**config.mk**
```make
export PLATFORM = sky130hd
export DESIGN_NAME = spi_slave
export DESIGN_NICKNAME = d
export VERILOG_FILES = /design/src/rtl/spi_pkg.sv /design/src/rtl/spi_sync.sv /design/src/rtl/spi_slave.sv
export SDC_FILE = /design/constraint.sdc
export NUM_CORES = 1
export LEC_CHECK = 0
export CAP_MARGIN = 30
export CORE_ASPECT_RATIO = 1.75
export CORE_MARGIN = 1
export CORE_UTILIZATION = 35
export DETAILED_ROUTE_END_ITERATION = 8
export MAX_ROUTING_LAYER = met4
export PLACE_DENSITY = 0.65
export SYNTH_ARGS = -nofsm -noshare
export SYNTH_HDL_FRONTEND = slang
export SYNTH_SLANG_ARGS = --single-unit
```
**constraint.sdc**
```tcl
create_clock -name clk_i -period 5 [get_ports clk_i]
set_input_delay 1 -clock clk_i [delete_from_list [all_inputs] [get_ports clk_i]]
set_output_delay 1 -clock clk_i [all_outputs]
set_load 0.02 [all_outputs]
```
**src/rtl/spi_pkg.sv**
```systemverilog
// rtl/spi_pkg.sv - register map and frame constants for the SPI slave
package spi_pkg;

  typedef enum logic [1:0] {
    REG_TXDATA = 2'd0,
    REG_RXDATA = 2'd1,
    REG_STATUS = 2'd2,
    REG_CTRL   = 2'd3
  } reg_adr_e;

  localparam int STAT_RXVALID  = 0;
  localparam int STAT_TXFULL   = 1;
  localparam int STAT_OVERRUN  = 2;
  localparam int STAT_UNDERRUN = 3;
  localparam int STAT_BUSY     = 4;

  localparam int CTRL_EN    = 0;
  localparam int CTRL_IRQEN = 1;

  localparam int FRAME_BITS = 8;

endpackage

```
**src/rtl/spi_sync.sv**
```systemverilog
// rtl/spi_sync.sv - two-flop synchronizer for one asynchronous input
// Ports: clk_i/rst_i clock and async active-high reset, d_i async input,
//        q_o synchronized output. RST_VAL is the idle level held in reset.
module spi_sync #(
  parameter logic RST_VAL = 1'b0
) (
  input  logic clk_i,
  input  logic rst_i,
  input  logic d_i,
  output logic q_o
);

  logic meta_q, meta_d;
  logic sync_q, sync_d;

  always_comb begin
    meta_d = d_i;
    sync_d = meta_q;
  end

  always_ff @(posedge clk_i or posedge rst_i) begin
    if (rst_i) begin
      meta_q <= RST_VAL;
      sync_q <= RST_VAL;
    end else begin
      meta_q <= meta_d;
      sync_q <= sync_d;
    end
  end

  assign q_o = sync_q;

endmodule

```
**src/rtl/spi_slave.sv**
```systemverilog
// rtl/spi_slave.sv - SPI mode-0 slave with 32-bit register bus
// Ports: clk_i/rst_i system clock and async active-high reset;
//        adr_i/sel_i/stb_i/we_i/dat_i/dat_o/ack_o register bus (ack registered);
//        spiClk_i/spiMosi_i/spiCs_i async SPI inputs, spiMiso_o MISO (always driven);
//        irq_o interrupt, present only when SPI_SLAVE_IRQ_EN is defined.
module spi_slave
  import spi_pkg::*;
(
  input  logic        clk_i,
  input  logic        rst_i,
  input  logic [3:2]  adr_i,
  input  logic [3:0]  sel_i,
  input  logic        stb_i,
  input  logic        we_i,
  input  logic [31:0] dat_i,
  output logic [31:0] dat_o,
  output logic        ack_o,
  input  logic        spiClk_i,
  input  logic        spiMosi_i,
  input  logic        spiCs_i,
  output logic        spiMiso_o
`ifdef SPI_SLAVE_IRQ_EN
  ,
  output logic        irq_o
`endif
);

  localparam logic [3:0] CNT_LAST = 4'(FRAME_BITS - 1);
  localparam logic [3:0] CNT_FULL = 4'(FRAME_BITS);

  logic sck_s, mosi_s, cs_s;

  spi_sync #(.RST_VAL(1'b0)) u_sync_sck  (.clk_i(clk_i), .rst_i(rst_i), .d_i(spiClk_i),  .q_o(sck_s));
  spi_sync #(.RST_VAL(1'b0)) u_sync_mosi (.clk_i(clk_i), .rst_i(rst_i), .d_i(spiMosi_i), .q_o(mosi_s));
  // CS idles high, so its synchronizer resets to the idle level to avoid a fake BUSY.
  spi_sync #(.RST_VAL(1'b1)) u_sync_cs   (.clk_i(clk_i), .rst_i(rst_i), .d_i(spiCs_i),   .q_o(cs_s));

  logic        sck_prev_q, sck_prev_d;
  logic        cs_prev_q, cs_prev_d;
  logic [7:0]  tx_hold_q, tx_hold_d;
  logic [7:0]  tx_shift_q, tx_shift_d;
  logic [7:0]  rx_shift_q, rx_shift_d;
  logic [7:0]  rx_data_q, rx_data_d;
  logic [3:0]  cnt_q, cnt_d;
  logic        txfull_q, txfull_d;
  logic        rxvalid_q, rxvalid_d;
  logic        overrun_q, overrun_d;
  logic        underrun_q, underrun_d;
  logic        en_q, en_d;
  logic        irqen_q, irqen_d;
  logic        ack_q, ack_d;
  logic [31:0] dat_q, dat_d;

  logic       sck_rise, sck_fall, cs_rise, cs_fall;
  logic       spi_on, access, wr, rd, pop, done, load;
  logic [7:0] rx_byte;
  reg_adr_e   adr;

  logic unused_bits;
  assign unused_bits = ^{sel_i[3:1], dat_i[31:8]};

  always_comb begin
    adr      = reg_adr_e'(adr_i);
    sck_rise = sck_s & ~sck_prev_q;
    sck_fall = ~sck_s & sck_prev_q;
    cs_rise  = cs_s & ~cs_prev_q;
    cs_fall  = ~cs_s & cs_prev_q;
    spi_on   = en_q & ~cs_s;
    access   = stb_i & ~ack_q;
    wr       = access & we_i & sel_i[0];
    rd       = access & ~we_i;
    pop      = rd & (adr == REG_RXDATA);
    rx_byte  = {rx_shift_q[6:0], mosi_s};
    done     = spi_on & sck_rise & (cnt_q == CNT_LAST);
    // The fall following the last rise of a byte preloads the next byte.
    load     = spi_on & (cs_fall | (sck_fall & (cnt_q == CNT_FULL)));
  end

  always_comb begin
    sck_prev_d = sck_s;
    cs_prev_d  = cs_s;
    tx_hold_d  = tx_hold_q;
    tx_shift_d = tx_shift_q;
    rx_shift_d = rx_shift_q;
    rx_data_d  = rx_data_q;
    cnt_d      = cnt_q;
    txfull_d   = txfull_q;
    rxvalid_d  = rxvalid_q;
    overrun_d  = overrun_q;
    underrun_d = underrun_q;
    en_d       = en_q;
    irqen_d    = irqen_q;
    ack_d      = access;
    dat_d      = '0;

    if (rd) begin
      case (adr)
        REG_RXDATA: dat_d[7:0] = rx_data_q;
        REG_STATUS: begin
          dat_d[STAT_RXVALID]  = rxvalid_q;
          dat_d[STAT_TXFULL]   = txfull_q;
          dat_d[STAT_OVERRUN]  = overrun_q;
          dat_d[STAT_UNDERRUN] = underrun_q;
          dat_d[STAT_BUSY]     = ~cs_s;
        end
        REG_CTRL: begin
          dat_d[CTRL_EN]    = en_q;
          dat_d[CTRL_IRQEN] = irqen_q;
        end
        default: dat_d = '0;
      endcase
    end

    // Bus-side clears go first so same-cycle hardware events still set the flags.
    if (wr && adr == REG_STATUS) begin
      if (dat_i[STAT_OVERRUN])  overrun_d  = 1'b0;
      if (dat_i[STAT_UNDERRUN]) underrun_d = 1'b0;
    end
    if (wr && adr == REG_CTRL) begin
      en_d = dat_i[CTRL_EN];
`ifdef SPI_SLAVE_IRQ_EN
      irqen_d = dat_i[CTRL_IRQEN];
`endif
    end
    if (pop) rxvalid_d = 1'b0;

    if (cs_rise) begin
      cnt_d      = '0;
      rx_shift_d = '0;
    end else if (spi_on) begin
      if (cs_fall) cnt_d = '0;
      if (sck_rise) begin
        rx_shift_d = rx_byte;
        cnt_d      = cnt_q + 4'd1;
      end else if (sck_fall) begin
        if (cnt_q == CNT_FULL) cnt_d = '0;
        else tx_shift_d = {tx_shift_q[6:0], 1'b0};
      end
    end
    if (!en_q) cnt_d = '0;

    if (load) begin
      tx_shift_d = txfull_q ? tx_hold_q : 8'h00;
      txfull_d   = 1'b0;
      if (!txfull_q) underrun_d = 1'b1;
    end

    // A write landing with a load refills the now-empty holding register.
    if (wr && adr == REG_TXDATA) begin
      tx_hold_d = dat_i[7:0];
      txfull_d  = 1'b1;
    end

    // A pop in the completion cycle frees RXDATA for the new byte.
    if (done) begin
      if (!rxvalid_q || pop) begin
        rx_data_d = rx_byte;
        rxvalid_d = 1'b1;
      end else begin
        overrun_d = 1'b1;
      end
    end
  end

  always_ff @(posedge clk_i or posedge rst_i) begin
    if (rst_i) begin
      sck_prev_q <= 1'b0;
      cs_prev_q  <= 1'b1;
      tx_hold_q  <= '0;
      tx_shift_q <= '0;
      rx_shift_q <= '0;
      rx_data_q  <= '0;
      cnt_q      <= '0;
      txfull_q   <= 1'b0;
      rxvalid_q  <= 1'b0;
      overrun_q  <= 1'b0;
      underrun_q <= 1'b0;
      en_q       <= 1'b0;
      irqen_q    <= 1'b0;
      ack_q      <= 1'b0;
      dat_q      <= '0;
    end else begin
      sck_prev_q <= sck_prev_d;
      cs_prev_q  <= cs_prev_d;
      tx_hold_q  <= tx_hold_d;
      tx_shift_q <= tx_shift_d;
      rx_shift_q <= rx_shift_d;
      rx_data_q  <= rx_data_d;
      cnt_q      <= cnt_d;
      txfull_q   <= txfull_d;
      rxvalid_q  <= rxvalid_d;
      overrun_q  <= overrun_d;
      underrun_q <= underrun_d;
      en_q       <= en_d;
      irqen_q    <= irqen_d;
      ack_q      <= ack_d;
      dat_q      <= dat_d;
    end
  end

  assign ack_o     = ack_q;
  assign dat_o     = dat_q;
  assign spiMiso_o = tx_shift_q[7] & spi_on;

`ifdef SPI_SLAVE_IRQ_EN
  logic irq_q, irq_d;

  always_comb begin
    irq_d = irqen_q & (rxvalid_q | overrun_q | underrun_q);
  end

  always_ff @(posedge clk_i or posedge rst_i) begin
    if (rst_i) irq_q <= 1'b0;
    else       irq_q <= irq_d;
  end

  assign irq_o = irq_q;
`endif

endmodule

```
======== Yosys cells after proc, flatten, opt, wreduce, memory -nomap -nowiden ========
Index checks and enable logic that the tools add are counted.
operators by class
  order comparisons ....................... 0
  divide/modulo/power cells ............... 0
  reduce and logical (&&, ||, !) cells .... 14
  shifts and indexed selects .............. 0
  $mul .................................... 0
  add/sub/neg operators ................... 1
  muxes and demuxes ....................... 34
  bitwise operators ....................... 22
  eq/ne operators ......................... 9
operators with widths
  operator                                                                  number
  8-bit two-way mux                                                         8
  4-bit two-way mux                                                         7
  7-bit two-way mux                                                         3
  1-bit bitwise AND                                                         15
  1-bit two-way mux                                                         13
  2-bit nonzero test                                                        5
  1-bit NOT                                                                 6
  2-bit one-hot mux with 3 select lines                                     1
  3-bit one-hot mux with 2 select lines                                     1
  5-bit AND reduction                                                       1
  4-bit by 1-bit adder with 4-bit output (second input constant)            1
  2-bit == test (second input constant)                                     2
  4-bit by 3-bit == test with 1-bit output (second input constant)          1
  4-bit == test (second input constant)                                     1
  2-bit by 1-bit inequality test with 1-bit output (second input constant)  2
  2-bit AND reduction                                                       2
  1-bit logical AND                                                         3
  3-bit two-way mux                                                         1
  3-bit by 1-bit inequality test with 1-bit output (second input constant)  1
  2-bit by 1-bit == test with 1-bit output (second input constant)          1
  2-bit zero test                                                           1
  2-bit inequality test (second input constant)                             1
  1-bit zero test                                                           1
  1-bit logical OR                                                          1
  1-bit bitwise OR                                                          1
storage, ports and cells
  bits in writable memories ............... 0
  memories kept ........................... 0
  bits of input ports ..................... 45
  word-level logic and storage cells ...... 100
  bits in latches ......................... 0
  bits in registers ....................... 81
  bits in read-only memories .............. 0

======== Depth between registers and ports, before layout ========
  depth after elaboration ................. 9
  depth in mapped cells ................... 7
  gate-level depth less buffers ........... 6

======== Cells and area by module ========
From an unflattened synthesis, not the netlist that was laid out.
second synthesis, totals
  cells, all modules ...................... 225
  area total of the unflattened synthesis .. 2,620.0 sq um
modules (own cells, without submodules)
  module                       instances  area each (sq um)  seq. area each (sq um)  cells an instance
  spi_slave                    1          2,456.1            1,277.5                 216
  spi_sync at u_sync_mosi ...  2          53.8               50.0                    3
  spi_sync at u_sync_cs        1          56.3               52.6                    3

======== Least setup slack after synthesis ========
No wires, ideal clock.
  path kind ............................... input-to-reg
  start ................................... in adr_i[3] (netlist name)
  end ..................................... reg rx_data_q[0]
  library setup time ...................... 0.125 ns
  path buffers ............................ 1
  setup slack ............................. 2.701 ns
  data required time ...................... 4.875 ns
  arrival ................................. 2.174 ns
  stages on the path ...................... 6
  cells stage by stage .................... inv_1 ha_1 clkbuf_1 nand2_1 a21oi_4 mux2_2
between the ends
  word-level cells in the longest chain between the ends .. 4
ends and longest elaborated chain
  item                                      line              source
  start: declaration                        spi_slave.sv:11   input logic [3:2] adr_i,
  2-bit by 1-bit == test with 1-bit output  spi_slave.sv:72   pop = rd & (adr == REG_RXDATA);
  1-bit bitwise AND                         spi_slave.sv:72
  1-bit logical OR                          spi_slave.sv:156  if (!rxvalid_q || pop) begin
  2-bit AND reduction (no line)             n/a
  end signal: assignment                    spi_slave.sv:188  rx_data_q <= rx_data_d;
  end: declaration                          spi_slave.sv:43   logic [7:0] rx_data_q, rx_data_d;
No other way between the ends.
A chain may end at the register's enable or synchronous reset.

======== Final worst setup path ========
  start ................................... reg en_q
  end ..................................... out spiMiso_o
between the ends
  word-level cells in the longest chain between the ends .. 2
ends and longest elaborated chain
  item                      line              source
  start: declaration        spi_slave.sv:49   logic en_q, en_d;
  start signal: assignment  spi_slave.sv:194  en_q <= en_d;
  1-bit bitwise AND         spi_slave.sv:68   spi_on = en_q & ~cs_s;
  1-bit bitwise AND         spi_slave.sv:203  assign spiMiso_o = tx_shift_q[7] & spi_on;
  end: declaration          spi_slave.sv:21   output logic spiMiso_o
No other way between the ends.

==> reports/qor.yml <==
grt:
  antenna_found_initial: 0
  grt_pass1_wl_um: 7430
  grt_pass1_vias: 1600
  grt_usage: 0.135
  grt_max_degree: 58
  grt-ovfl-total: 0
setup_path:
  rrSetupSlack_ps: 3020
  worst-path-buf-inv: 1
  critPathSlowestCell: "clkdlybuf4s50_1"
  max_stage_delay_ps: 600
  critPathCaptureType: "primary output"
  r2r_cells: 4
  crit_path_start_kind: "flip-flop"
  reg2reg_from: "en_q"
  cp_data_arrival_time_ps: 1880
  critical_path.cell_chain: "nor2b_1, and2_1, clkdlybuf4s50_1"
  crit_type: "reg2out"
  required_ps: 4000
  cp_max_fo: 9
  reg2reg_to: "rx_data_q[1]"
  critical-path-top-delay-family: "buffers and inverters"
cells_and_area:
  multi_input_area_mm2: 0.00102
  final_util: 0.437
  synthToLayoutAreaGrowth_pct: 21.2
  final_nets: 306
  drive_gt1_frac: 0.155
  final_area_mm2: 0.00316
  n_fill_cell: 650
  antennaDiodeCount: 0
  regArea_mm2: 0.00143
clock_network:
  clock_tree.root_cell: "clkbuf_16"
  clk_latency_ps: 320
  cts_resized: 0
  hold_buffers: 0
  post_cts_buffers: 0
  clock-sinks: 57
  cts_tree: "yes"
  htreeDepth: 3
  clock_path_buffers: 2
  cts_inserted_buffers: 9
  clkTransAtPathRegs_ps: 50
routing:
  vias: 1600
  viasPerCell: 4.65
  drc_errors: 0
  wirelength_um: 4440
  dr.pass1.iters: 4
  drtIter0Drc: 67
  wl_per_cell_um: 12.9
  antenna_left: 0
yosys:
  synthSimpleGateAreaFrac: 0.123
  syn_area_mm2: 0.00261
  syn-mean-instance-area_um2: 11.8
  synth-seq-area-share: 0.548
  synth_commonest_cells: "54 x dfrtp_1, 35 x nand2_1, 25 x buf_4, 17 x mux2_2, 15 x mux2i_1"
  synth_top_family_by_area: "multiplexers"
  synth-compound-area-share: 0.0657
  ys_ff_latch: 57
  synth_xor_area_frac: 0.00336
  yosysWarnings: 0
  synth_area_leaders: "dfrtp_1 52%, mux2_2 7.3%, buf_4 7.2%"
  ys.flop_type: "dfrtp_1"
  synth_adder_area_share: 0.0336
  ys_async_sr_fraction: 1.00
  synthMuxAreaShare: 0.131
  synth_top_area_share: 0.518
  yosysUniqueCellTypes: 37
  synth_edf_count: 0
  synth_most_common_cell: "dfrtp_1"
  yosysTopAreaCell: "dfrtp_1"
  netlist_instances: 222
sta:
  slew-limit-headroom: 0.535
  tns_ps: 0
  fin_crit_ps: 2880
  hold_viol_final: 0
  finalMaxSlewViolations: 0
  finalCritPeriodShare: 0.576
  fmaxAchievable_mhz: 347
  worst_slew_pin_slew_ps: 698
  rsz0062_at_grt: "false"
  finalSetupViolations: 0
  holdWs_ps: 344
  fin_worst_skew_ps: 7.40
floorplanning:
  dieWidth_um: 67.3
  design.core.area_mm2: 0.00723
  start_util: 0.361
  io_pins: 79
  die-area_mm2: 0.00782
  rows: 41
  die_y_um: 116
min_path:
  min_path_cells: 0
  min_delay_worst_endpoint: "u_sync_mosi.q_o"
  hold_class: "reg2reg"
  worstHoldStart: "u_sync_mosi.meta_q"
pwr:
  leakage_nw: 1.56
  ir_drop_mv: 0.201
  powerDensity_mw_per_mm2: 398
placement:
  hpwl_um: 3220
  place_area_mm2: 0.00287
  gp_congestion: 0.827
  port-buffer-count: 27
status:
  outcome: "completed"
flow_run:
  cap_violations: 0
==> power breakdown <==
group          internal (mW)  switching [mW]
logic                 0.0560          0.0633
registers              0.507          0.0365
clock network          0.407           0.189
==> routing by layer <==
metal,track usage,vias up,part of all wire
met1,0.133,772,0.38
li1,-,775,-
met2,0.230,44,0.55
met4,0.0879,0,0.030
met5,-,-,0
met3,0.0322,9,0.035
==> registers in the layout, indices dropped and copies added (netlist names) <==
register and cells:
u_sync_mosi.q_o 1, u_sync_mosi.meta_q 1, cs_prev_q 1, en_q 1, tx_hold_q 8, sck_prev_q 1, rx_data_q 8, underrun_q 1
dat_o 8, rxvalid_q 1, tx_shift_q 8, u_sync_cs.q_o 1, cnt_q 4, rx_shift_q 7, u_sync_sck.meta_q 1, u_sync_sck.q_o 1
overrun_q 1, u_sync_cs.meta_q 1, ack_o 1, txfull_q 1
==> per-stage QoR <==
stage	worst slack (ps)	instances	total power, mW
finish	2120	344	1.26
global route	1990	344	1.32
CTS	2100	344	1.28
detailed placement	2050	329	0.671
global placement	2100	329	0.666
floorplan	2610	245	0.645
==> how the worst max path moves through the flow <==
stage | startpoint | slack [ps] | cells past startpoint | endpoint
finish | en_q | 2120 | 3 | spiMiso_o
global route | en_q | 1990 | 3 | spiMiso_o
CTS | en_q | 2100 | 3 | spiMiso_o
detailed placement | adr_i[3] | 2050 | 6 | rx_data_q[5]
global placement | adr_i[3] | 2100 | 6 | rx_data_q[6]
floorplan | rst_i | 2610 | 1 | ack_o
==> cell usage in the layout, fill, tap and decap left out, types with 4 or more instances in the layout <==
master	netlist	routed
and3_1	4	4
mux2i_1	15	15
a21oi_1	8	8
mux2_2	17	17
o21ai_0	4	4
nand2_1	35	35
ha_1	7	7
a22oi_1	4	4
conb_1	1	24
dfrtp_1	54	54
nor2_1	5	5
inv_1	6	5
clkdlybuf4s50_1	0	27
clkbuf_16	0	9
==> cell type report <==
class | instances | share of cell area
flip-flops and latches | 57 | 0.452
multi-input cells | 151 | 0.323
repair buffers | 29 | 0.0902
clock buffers | 12 | 0.0811
well taps | 86 | 0.0340
clock inverters | 3 | 0.0127
inverters | 6 | 0.00712
==> logic make-up (layout without fill, tap and decap cells) <==
kind of cell             count (synthesis)  after routing
XOR/XNOR                                 1              1
AND/OR/NAND/NOR                         62             62
buffers and inverters                   37             50
multiplexers                            32             32
AO/OA/AOI/OAI                           25             25
flip-flops                              57             57
adder cells (fa/ha/maj)                  7              7
other                                    1             24
Note: power is estimated with default switching activity, not from simulation.
